**src/rtl/pulse_train_pkg.sv**
```systemverilog
// ============================================================================
// Module      : pulse_train_pkg
// Description : Shared state encoding and default widths for pulse_train_gen.
// Revision    : 1.0 - initial release
// ============================================================================
`default_nettype none

package pulse_train_pkg;

    localparam int DEF_CNT_WIDTH = 16;
    localparam int DEF_NUM_WIDTH = 8;

    typedef enum logic [1:0] {
        IDLE = 2'd0,
        HIGH = 2'd1,
        LOW  = 2'd2
    } pt_state_t;

endpackage : pulse_train_pkg

`default_nettype wire

```
**src/rtl/pulse_phase_counter.sv**
```systemverilog
// ============================================================================
// Module      : pulse_phase_counter
// Description : Loadable down-counter with a zero flag; saturates at zero.
// Revision    : 1.0 - initial release
// ============================================================================
`default_nettype none

module pulse_phase_counter #(
    parameter int WIDTH = 16
) (
    input  logic             CLK,
    input  logic             RSTN,
    input  logic             i_load,
    input  logic [WIDTH-1:0] i_value,
    input  logic             i_en,
    output logic             o_zero
);

    logic [WIDTH-1:0] r_cnt;

    // Load wins over decrement so a phase can be re-armed on its final cycle.
    always_ff @(posedge CLK) begin
        if (!RSTN) begin
            r_cnt <= '0;
        end else if (i_load) begin
            r_cnt <= i_value;
        end else if (i_en && (r_cnt != '0)) begin
            r_cnt <= r_cnt - {{(WIDTH-1){1'b0}}, 1'b1};
        end
    end

    assign o_zero = (r_cnt == '0);

endmodule : pulse_phase_counter

`default_nettype wire

```
**src/rtl/pulse_train_gen.sv**
```systemverilog
// ============================================================================
// Module      : pulse_train_gen
// Description : Programmable registered pulse-train generator (high/low/count).
// Revision    : 1.0 - initial release
// ============================================================================
`default_nettype none

module pulse_train_gen
    import pulse_train_pkg::*;
#(
    parameter int CNT_WIDTH = DEF_CNT_WIDTH,
    parameter int NUM_WIDTH = DEF_NUM_WIDTH
) (
    input  logic                 CLK,
    input  logic                 RSTN,
    input  logic                 START,
    input  logic                 ABORT,
    input  logic [CNT_WIDTH-1:0] HIGH_LEN,
    input  logic [CNT_WIDTH-1:0] LOW_LEN,
    input  logic [NUM_WIDTH-1:0] NUM_PULSES,
    output logic                 PULSE_OUT,
    output logic                 BUSY,
    output logic                 DONE
);

    localparam logic [CNT_WIDTH-1:0] c_cnt_one = {{(CNT_WIDTH-1){1'b0}}, 1'b1};
    localparam logic [NUM_WIDTH-1:0] c_num_one = {{(NUM_WIDTH-1){1'b0}}, 1'b1};

    pt_state_t r_state;
    pt_state_t w_state_nxt;

    logic [CNT_WIDTH-1:0] r_high_len;
    logic [CNT_WIDTH-1:0] r_low_len;
    logic                 r_pulse;
    logic                 r_busy;
    logic                 r_done;

    logic                 w_cfg_latch;
    logic                 w_done_nxt;
    logic                 w_ph_load;
    logic [CNT_WIDTH-1:0] w_ph_value;
    logic                 w_ph_en;
    logic                 w_ph_zero;
    logic                 w_np_load;
    logic [NUM_WIDTH-1:0] w_np_value;
    logic                 w_np_en;
    logic                 w_np_zero;
    logic [CNT_WIDTH-1:0] w_low_load;
    logic                 w_start_ok;

    // A zero LOW_LEN still gets one low cycle so each pulse has both edges.
    assign w_low_load = (r_low_len == '0) ? '0 : (r_low_len - c_cnt_one);
    assign w_start_ok = (NUM_PULSES != '0) && (HIGH_LEN != '0);

    pulse_phase_counter #(
        .WIDTH (CNT_WIDTH)
    ) u_phase_cnt (
        .CLK     (CLK),
        .RSTN    (RSTN),
        .i_load  (w_ph_load),
        .i_value (w_ph_value),
        .i_en    (w_ph_en),
        .o_zero  (w_ph_zero)
    );

    // Holds pulses still to come after the current HIGH phase.
    pulse_phase_counter #(
        .WIDTH (NUM_WIDTH)
    ) u_pulse_cnt (
        .CLK     (CLK),
        .RSTN    (RSTN),
        .i_load  (w_np_load),
        .i_value (w_np_value),
        .i_en    (w_np_en),
        .o_zero  (w_np_zero)
    );

    always_ff @(posedge CLK) begin
        if (!RSTN) begin
            r_state <= IDLE;
        end else begin
            r_state <= w_state_nxt;
        end
    end

    always_comb begin
        w_state_nxt = r_state;
        w_cfg_latch = 1'b0;
        w_done_nxt  = 1'b0;
        w_ph_load   = 1'b0;
        w_ph_value  = '0;
        w_ph_en     = 1'b0;
        w_np_load   = 1'b0;
        w_np_value  = '0;
        w_np_en     = 1'b0;

        case (r_state)
            IDLE: begin
                if (START && !ABORT) begin
                    if (w_start_ok) begin
                        w_state_nxt = HIGH;
                        w_cfg_latch = 1'b1;
                        w_ph_load   = 1'b1;
                        w_ph_value  = HIGH_LEN - c_cnt_one;
                        w_np_load   = 1'b1;
                        w_np_value  = NUM_PULSES - c_num_one;
                    end else begin
                        w_done_nxt  = 1'b1;
                    end
                end
            end
            HIGH: begin
                if (!w_ph_zero) begin
                    w_ph_en = 1'b1;
                end else if (w_np_zero) begin
                    w_state_nxt = IDLE;
                    w_done_nxt  = 1'b1;
                end else begin
                    w_state_nxt = LOW;
                    w_ph_load   = 1'b1;
                    w_ph_value  = w_low_load;
                end
            end
            LOW: begin
                if (!w_ph_zero) begin
                    w_ph_en = 1'b1;
                end else begin
                    w_state_nxt = HIGH;
                    w_ph_load   = 1'b1;
                    w_ph_value  = r_high_len - c_cnt_one;
                    w_np_en     = 1'b1;
                end
            end
            default: begin
                w_state_nxt = IDLE;
            end
        endcase

        // Abort overrides everything, including the completion strobe.
        if (ABORT) begin
            w_state_nxt = IDLE;
            w_done_nxt  = 1'b0;
            w_cfg_latch = 1'b0;
        end
    end

    always_ff @(posedge CLK) begin
        if (!RSTN) begin
            r_high_len <= '0;
            r_low_len  <= '0;
        end else if (w_cfg_latch) begin
            r_high_len <= HIGH_LEN;
            r_low_len  <= LOW_LEN;
        end
    end

    always_ff @(posedge CLK) begin
        if (!RSTN) begin
            r_pulse <= 1'b0;
            r_busy  <= 1'b0;
            r_done  <= 1'b0;
        end else begin
            r_pulse <= (w_state_nxt == HIGH);
            r_busy  <= (w_state_nxt != IDLE);
            r_done  <= w_done_nxt;
        end
    end

    assign PULSE_OUT = r_pulse;
    assign BUSY      = r_busy;
    assign DONE      = r_done;

endmodule : pulse_train_gen

`default_nettype wire

```
**config.mk**
```make
export PLATFORM = sky130hd
export DESIGN_NAME = pulse_train_gen
export DESIGN_NICKNAME = d
export VERILOG_FILES = /design/src/rtl/pulse_train_pkg.sv /design/src/rtl/pulse_phase_counter.sv /design/src/rtl/pulse_train_gen.sv
export SDC_FILE = /design/constraint.sdc
export NUM_CORES = 1
export LEC_CHECK = 0
export ABC_CLOCK_PERIOD_IN_PS = 2810
export CAP_MARGIN = 25
export CORE_UTILIZATION = 60
export DETAILED_ROUTE_END_ITERATION = 10
export DONT_BUFFER_PORTS = 1
export PLACE_DENSITY_LB_ADDON = 0.15
export SLEW_MARGIN = 25
export SYNTH_ARGS = -nofsm -noshare
export SYNTH_HDL_FRONTEND = slang
export SYNTH_SLANG_ARGS = --single-unit
```
**constraint.sdc**
```tcl
create_clock -name CLK -period 2.81 [get_ports CLK]
set_input_delay 0.281 -clock CLK [delete_from_list [all_inputs] [get_ports CLK]]
set_output_delay 0.281 -clock CLK [all_outputs]
set_load 0.02 [all_outputs]
```
==> flow_summary.toml <==
[worst_setup_path]
required_ps = 3020
cp_max_fo = 12
criticalPathCategory = "flip-flop to flip-flop"
critPathArrivalTime_ps = 2840
critPathCaptureType = "flip-flop"
start_kind = "flip-flop"

[synthesis]
syn_inst = 519
synthFlopType = "dfxtp_1"
synth_edf_count = 0
synth_top_area_frac = 0.314
avgSynthCellArea_um2 = 7.49
ys_async_sr_fraction = 0
yosysUniqueCellTypes = 48
synth_area_um2 = 3890
synth_seq_area_share = 0.314
synth_top_cell_by_area = "dfxtp_1"
synth_fp_nets = 575
synth-warning-count = 0
synth-seq-cells = 61
yosys-top-cells-area = "dfxtp_1, nand2_1, xnor2_1"

[power]
power_density_nw_per_um2 = 564
ir_worst_vdd_mv = 0.350
leakagePower_nw = 1.55

[cells_and_area]
final_common_cell = "nand2_1"
fillCellCount = 516
syn_to_final_growth_pct = 8.72
multiInputGateArea_um2 = 2510
mostFrequentLayoutCells = "nand2_1, dfxtp_1, nor2_1"
antenna_cells = 0
drive_gt1_frac = 0.0758
regArea_um2 = 1220
num-nets-final = 579

[grt]
met3_usage = 0.0747
grt_pass1_vias = 3294
met2_usage = 0.494
grt_max_degree = 46
antenna_found_initial = 0
grt-busiest-layer = "met2"
grt-ovfl-total = 0
grt_usage = 0.296
grt_pass1_wl_mm = 15.1
met1_usage = 0.373

[sta]
setup_ws_ps = 183
rsz0062_at_grt = "false"
max_freq_ghz = 0.381
hold_viol_final = 0
setup_viol = 0
fin_worst_skew_ps = 7.06
slew_headroom = 0.475
slew_violations = 0
setup_tns_ps = 0
fin_crit_sh = 0.935
worst_slew_pin_slew_ps = 780
min_period_ps = 2630

[floorplan]
core_um2 = 6100
die_area_um2 = 6800
die_h_um = 82.5
io_pins = 47
die_w_um = 82.5
initial_utilization = 0.638
rows = 28

[placement]
place_congestion = 0.907
post-dp-hpwl_mm = 6.87
port_buffers = 0
dp_worst_setup_slack_ps = 220

[cts]
cts_resized = 0
postCtsSetupBuffers = 0
htree_levels = 3
clock-sinks = 61
clk_pin_slew_ps = 70
worstSkewPairLatency_ps = 340
cts_buffers = 9
cts_tree = "yes"
cts_buffer_depth = 2
hold_buffers = 0
cts-root-buf = "clkbuf_8"

[routing]
ant_nets = 0
vias = 3570
drt_first_pass_iters = 6
wl_per_cell_um = 15.3
drt-initial-drc-count = 257
detail_route.vias_per_cell = 5.92
totalWireLength_mm = 9.22
drc = 0

[hold_path]
hold_class = "primary input to flip-flop"

[run]
cap_violations = 0

[outcome]
run_status = "completed"
metrics by stage:
stage               hold WS (ps)  cell area, µm²  power, W  std cells   util
finish                      11.7            4230   0.00238        603  0.693
global route                5.76            4230   0.00248        603  0.693
CTS                         7.21            4230   0.00238        603  0.693
detailed placement           364            4000   0.00149        587  0.656
global placement             363            4000   0.00148        587  0.656
floorplan                    360            3890   0.00138        519      -
power breakdown:
| group | internal [W] | total [W] | switching, W |
|---|---|---|---|
| Clock | 0.000546 | 0.000906 | 0.000361 |
| Sequential | 0.000916 | 0.000974 | 0.0000580 |
| Combinational | 0.000215 | 0.000501 | 0.000286 |
| Total | 0.00168 | 0.00238 | 0.000705 |
state kept, by name (all words and copies together) (netlist names):
register / flops
r_state: 2
DONE: 1
u_phase_cnt.r_cnt: 16
PULSE_OUT: 1
BUSY: 1
r_low_len: 16
u_pulse_cnt.r_cnt: 8
r_high_len: 16
layer usage:
| layer | vias to the layer above | part of all wire |
|---|---|---|
| met5 | - | 0 |
| met4 | 0 | 0.021 |
| met3 | 25 | 0.051 |
| met2 | 101 | 0.47 |
| met1 | 1633 | 0.46 |
| li1 | 1811 | - |
cell families (layout without fill, tap and decap cells):
family / count (synthesis) / in the layout / share of synthesized area
compound gates: 111 / 111 / 0.172
xor+xnor: 65 / 65 / 0.146
fa+ha+maj: 12 / 12 / 0.0386
buf+inv: 40 / 49 / 0.0406
flops: 61 / 61 / 0.314
mux: 1 / 1 / 0.00258
simple gates: 229 / 229 / 0.286
critical path, cell delays in order, from the launching register on:
cell and delay, ps:
dfxtp_1 340, or4_1 660, nor4_4 510, o21ai_1 190, nand2_1 110, nand2_1 250, nand2_1 310, o21ai_0 130
cell usage after synthesis (3+ instances only):
cell type / instances
nand2_1: 95
dfxtp_1: 61
nor2_1: 49
a21oi_1: 46
xnor2_1: 35
xor2_1: 30
nor3_1: 20
inv_1: 19
o21ai_0: 17
clkbuf_1: 16
nor4_1: 13
o22ai_1: 13
ha_1: 12
o21ai_1: 12
nand3_1: 10
or4_1: 9
a211oi_1: 7
nand3b_1: 6
or3_1: 5
nor3b_1: 4
buf_2: 3
nand2b_1: 3
worst paths after layout:
kind	from	end	slack [ps]	cells after the start
worst max-delay path	u_phase_cnt.r_cnt[10]	u_phase_cnt.r_cnt[15]	180	7
worst min-delay path	ABORT	DONE	10	1
worst max register to register	u_phase_cnt.r_cnt[10]	u_phase_cnt.r_cnt[15]	180	7
worst min register to register	r_high_len[15]	r_high_len[15]	480	2
final cells by class:
type	count	share of cell area
clock buffers	12	0.0367
inverters	20	0.0178
clock inverters	4	0.0166
flip-flops and latches	61	0.289
well taps	75	0.0222
repair buffers	13	0.0231
multi-input cells	418	0.595
(Power assumes the default switching activity.)
==> edit 1 (same settings) <==
Set the package constant `DEF_CNT_WIDTH` to 14 (it was 16).
--- a/src/rtl/pulse_train_pkg.sv
+++ b/src/rtl/pulse_train_pkg.sv
@@ -9,3 +9,3 @@
 
-    localparam int DEF_CNT_WIDTH = 16;
+    localparam int DEF_CNT_WIDTH = 14;
     localparam int DEF_NUM_WIDTH = 8;
Interface: changed (resized HIGH_LEN and LOW_LEN); port bits go from 47 to 43. The function was not compared with the original's and may differ.
==> edit 1 against the original RTL <==
  * Fmax increased by 0.76%
  * Sequential cell count fell by 6
  * Wire length fell by 4.3%
  * Highest routed layer unchanged
  * Sequential share of layout area increased by 0.45 points
  * Setup slack improved by 0.020 ns
  * Power fell by 22%
  * Area after synthesis down 8.3%
  * Cell area fell by 11%
  * Largest cell class unchanged
==> edit 1: results (changes against the original RTL) <==
Pwr
  • VDD IR max: 0.356 mV (+1.5%)
  • Sw power: 0.000578 W (-18%)
  • Static Leak: 1.37 nW (-12%)
  • Sequential power share: 47.3% (+6.4 points)

GRT
  • Vias in the first global route: 3,060 (-7.1%)
  • Gr usage total: 29.1% (-0.50 points)
  • Initial antenna violation count: 0 (unchanged)
  • First-pass GRT wire length: 14,300 um (-5.0%)

Clock tree
  • Clk Latency, worst-skew pair: 0.31 ns (-0.03 ns)
  • Root Driver: clkbuf_8
  • H-tree depth: 2 (-1)
  • Clk pin slew, worst setup/hold paths: 0.10 ns (+0.03 ns)

STA
  • Slew @ Worst Pin: 0.586 ns (-0.194 ns)
  • Clk_skew: 0.0118 ns (+0.00473 ns)

Detailed routing
  • DR vias/cell: 6.17 (+4.3%)
  • Drt total wl: 8830 um (-4.3%)
  • Initial DRC count: 240 (-6.6%)

Synth
  • Distinct cells, synth: 56 (+17%)
  • Most frequent cells after synthesis: nand2_1 (74), dfxtp_1 (55), a21oi_1 (43), xnor2_1 (32), nor2_1 (31)
  • Post-synthesis sequential area ratio: 30.9% (-0.51 points)
  • Net Count, Synth: 506 (-12%)
  • Largest cells by area after synthesis: dfxtp_1 (31%), xnor2_1 (7.9%), nand2_1 (7.8%)

Place
  • Place WS: 0.243 ns (+0.0233 ns)
  • Routability cong.: 0.987 (+8.9%)

Critical path
  • CP max FO: 8 (-4)
  • Arrival @ worst endpoint: 2.82 ns (-0.02 ns)

Cells and area
  • Biggest regs: r_high_len: 14 flops, r_low_len: 14 flops, u_phase_cnt.r_cnt: 14 flops
  • Layout cells sized above 1: 6.40% (-1.2 points)
  • Fillers: 503 (-2.5%)

Run status
  • Status: finished clean
-- edit 1: cells by family after synthesis --
family,share of synthesized area [%]
buffers and inverters,4.25
AOI/OAI and AO/OA,19.6
DFF,30.9
xor gates and xnor gates,14.0
and+or+nand+nor,26.7
adders and majority gates,4.57
-- edit 1: final cells by class --
| class | count | area share (%) |
|---|---|---|
| clock inverters | 1 | 0.801 |
| flip-flops and latches | 55 | 29.4 |
| inverters | 16 | 1.60 |
| well taps | 72 | 2.40 |
| multi-input cells | 364 | 61.7 |
| clock buffers | 6 | 1.93 |
| repair buffers | 11 | 2.20 |
-- edit 1: worst max-delay path, cell delays in order, from the launching register on --
cell and delay [ns]:
dfxtp_1 0.37, or4_1 0.70, nor4_4 0.47, buf_4 0.24, and2b_1 0.17, o21ai_0 0.14, a31oi_1 0.15, or2_1 0.26
-- edit 1: metrics by stage --
stage          instances  utilization (%)  instance area [um2]  hold slack (ns)
2_1_floorplan        453                -                 3560            0.360
5_1_grt              525             66.9                 3750           0.0319
6_report             525             66.9                 3750           0.0360
3_5_place_dp         518             65.1                 3650            0.374
3_3_place_gp         518             65.1                 3650            0.363
4_1_cts              525             66.9                 3750           0.0365
-- edit 1: worst paths after layout --
| kind | from | to | cells after the start | slack (ns) |
|---|---|---|---|---|
| max reg2reg | u_phase_cnt.r_cnt[2] | BUSY | 7 | 0.20 |
| min | ABORT | DONE | 1 | 0.04 |
| max | u_phase_cnt.r_cnt[2] | BUSY | 7 | 0.20 |
| min reg2reg | r_low_len[1] | r_low_len[1] | 2 | 0.49 |
-- edit 1: routing by layer --
metal / vias up / track usage (%) / share of wire (%)
li1: 1624 / - / -
met5: - / 0 / 0
met3: 13 / 6.09 / 6.1
met4: 0 / 9.27 / 1.4
met2: 99 / 50.2 / 48
met1: 1505 / 36.0 / 45
-- edit 1: power groups by stage --
stage / combinational (W) / clock, W / sequential, W
2_1_floorplan: 0.000368 / 0 / 0.000884
3_3_place_gp: 0.000444 / 0 / 0.000894
5_1_grt: 0.000503 / 0.000554 / 0.000888
3_5_place_dp: 0.000451 / 0 / 0.000897
6_report: 0.000462 / 0.000519 / 0.000880
4_1_cts: 0.000454 / 0.000522 / 0.000879
==> edit 2 (same flow settings) <==
Made on the original files. The 3 states of `pt_state_t` get a one-hot encoding in 3 bits.
--- a/src/rtl/pulse_train_pkg.sv
+++ b/src/rtl/pulse_train_pkg.sv
@@ -12,6 +12,6 @@
 
-    typedef enum logic [1:0] {
-        IDLE = 2'd0,
-        HIGH = 2'd1,
-        LOW  = 2'd2
+    typedef enum logic [2:0] {
+        IDLE = 3'b001,
+        HIGH = 3'b010,
+        LOW  = 3'b100
     } pt_state_t;
Check against the original RTL: same outputs for any inputs over 10 cycles, from zero or initial values and one cycle with RSTN low; not proved beyond that.
==> edit 2 against the original RTL <==
  * The run now ends with design-rule violations left
  * Wire length grew 7.2%
  * Synthesized cell count fell by 1.9%
  * Global-route usage decreased by 0.51 points
  * Power down 4.2%
  * Sequential cell count grew 1
  * Setup slack gained 0.19 ns
  * Cell area grew 0.74%
  * Area after synthesis up 3.9%
  * Largest power group unchanged
  * Highest routed layer unchanged
==> edit 2: results (changes against the original RTL) <==
GRT
  • Vias in the first global route: 3,331 (+1.1%)
  • First-pass GRT wire length: 16,200 um (+7.8%)
  • GRT met2 Usage: 46.0% (-3.4 points)
  • Largest net degree at the start of global routing: 58 (+26%)
  • Met1 GRT Util: 38.8% (+1.5 points)

Critical path
  • Slowest CP cell: or4_4
  • FF-to-FF End: u_phase_cnt.r_cnt[2]
  • Arrival @ worst endpoint: 2.67 ns (-0.17 ns)
  • R2R Setup Slk: 0.37 ns (+0.19 ns)
  • CP startpoint: r_low_len[9]
  • CP max FO: 7 (-5)

Synth
  • Largest cells by area after synthesis: dfxtp_1 (31%), nand2_1 (7.9%), xor2_1 (7.2%)
  • FFs w/ async S/R, synth: 0% (unchanged)
  • Ys flop type: dfxtp_1
  • Most frequent cells after synthesis: nand2_1 (85), dfxtp_1 (62), nor2_1 (45), a21boi_1 (33), xor2_1 (33)
  • Post-Synthesis Cells: 509 (-1.9%)
  • Post-synthesis sequential area ratio: 30.7% (-0.69 points)
  • Distinct cells, synth: 52 (+8.3%)
  • Net Count, Synth: 562 (-2.3%)

STA
  • Clk_skew: 0.00918 ns (+0.00212 ns)
  • Hold Worst Slack: 0.0521 ns (+0.0404 ns)
  • Slew @ Worst Pin: 0.607 ns (-0.173 ns)
  • Min cycle time layout: 2.44 ns (-0.186 ns)

Place
  • Placed instance area: 0.00404 mm2 (+1.0%)
  • Cells after DPL: 570 (-2.9%)
  • Routability cong.: 0.941 (+3.8%)
  • Place WS: 0.266 ns (+0.0454 ns)
  • Dpl hpwl: 7440 um (+8.3%)

Cells and area
  • Fillers: 547 (+6.0%)
  • Nets@finish: 557 (-3.8%)
  • Storage element area: 0.00124 mm2 (+1.6%)
  • Layout cells sized above 1: 7.07% (-0.50 points)

Run status
  • Status: finished, violations left
  • Violated checks: design-rule violations

Pwr
  • Sw power: 0.000645 W (-8.5%)
  • VDD IR max: 0.567 mV (+62%)
  • Clk. pwr: 0.000862 W (-4.9%)
  • Sequential power share: 42.9% (+2.0 points)
  • Pwr per Cell Area: 536 mW/mm2 (-4.9%)
  • Static Leak: 1.58 nW (+1.6%)

Detailed routing
  • DRT Pass-1 Iters: 7 (+1)
  • # DRC: 2 (+2)
  • Initial DRC count: 265 (+3.1%)
  • M1 WL: 4600 um (+8.8%)
  • DR WL met3: 688 um (+46%)
  • Drt total wl: 9890 um (+7.2%)
  • Metal2 WL: 4400 um (+1.7%)
  • Via count: 3,659 (+2.5%)
  • DR vias/cell: 6.24 (+5.5%)

Worst hold path
  • Min-Delay Startpoint: RSTN
  • Worst Hold End: u_phase_cnt.r_cnt[7]

Clock tree
  • Buffers from clock root to sink, at most: 2 (unchanged)
edit 2: changes by cell type after synthesis, sizes merged, moves of 6 or more:
cell | before | now
a211oi | 8 | 2
a21oi | 46 | 13
o31a | 0 | 11
buf | 4 | 10
a21boi | 0 | 33
o21ai | 30 | 15
nand2 | 95 | 85
edit 2: cells by family (layout without fill, tap and decap cells):
family                     after synthesis  after routing  synth area share, %
xor gates and xnor gates                65             65                 14.1
AOI/OAI and AO/OA                      102            102                 18.0
DFF                                     62             62                 30.7
and+or+nand+nor                        233            233                 29.4
adders and majority gates                9              9                 2.79
buffers and inverters                   38             38                 5.02
edit 2: area by class of cell:
type / count / share of cell area, %
Clock buffer: 12 / 3.41
Clock inverter: 4 / 1.65
Inverter: 15 / 1.32
Multi-Input combinational cell: 409 / 61.0
Sequential cell: 62 / 29.2
Tap cell: 77 / 2.26
Timing Repair Buffer: 7 / 1.23
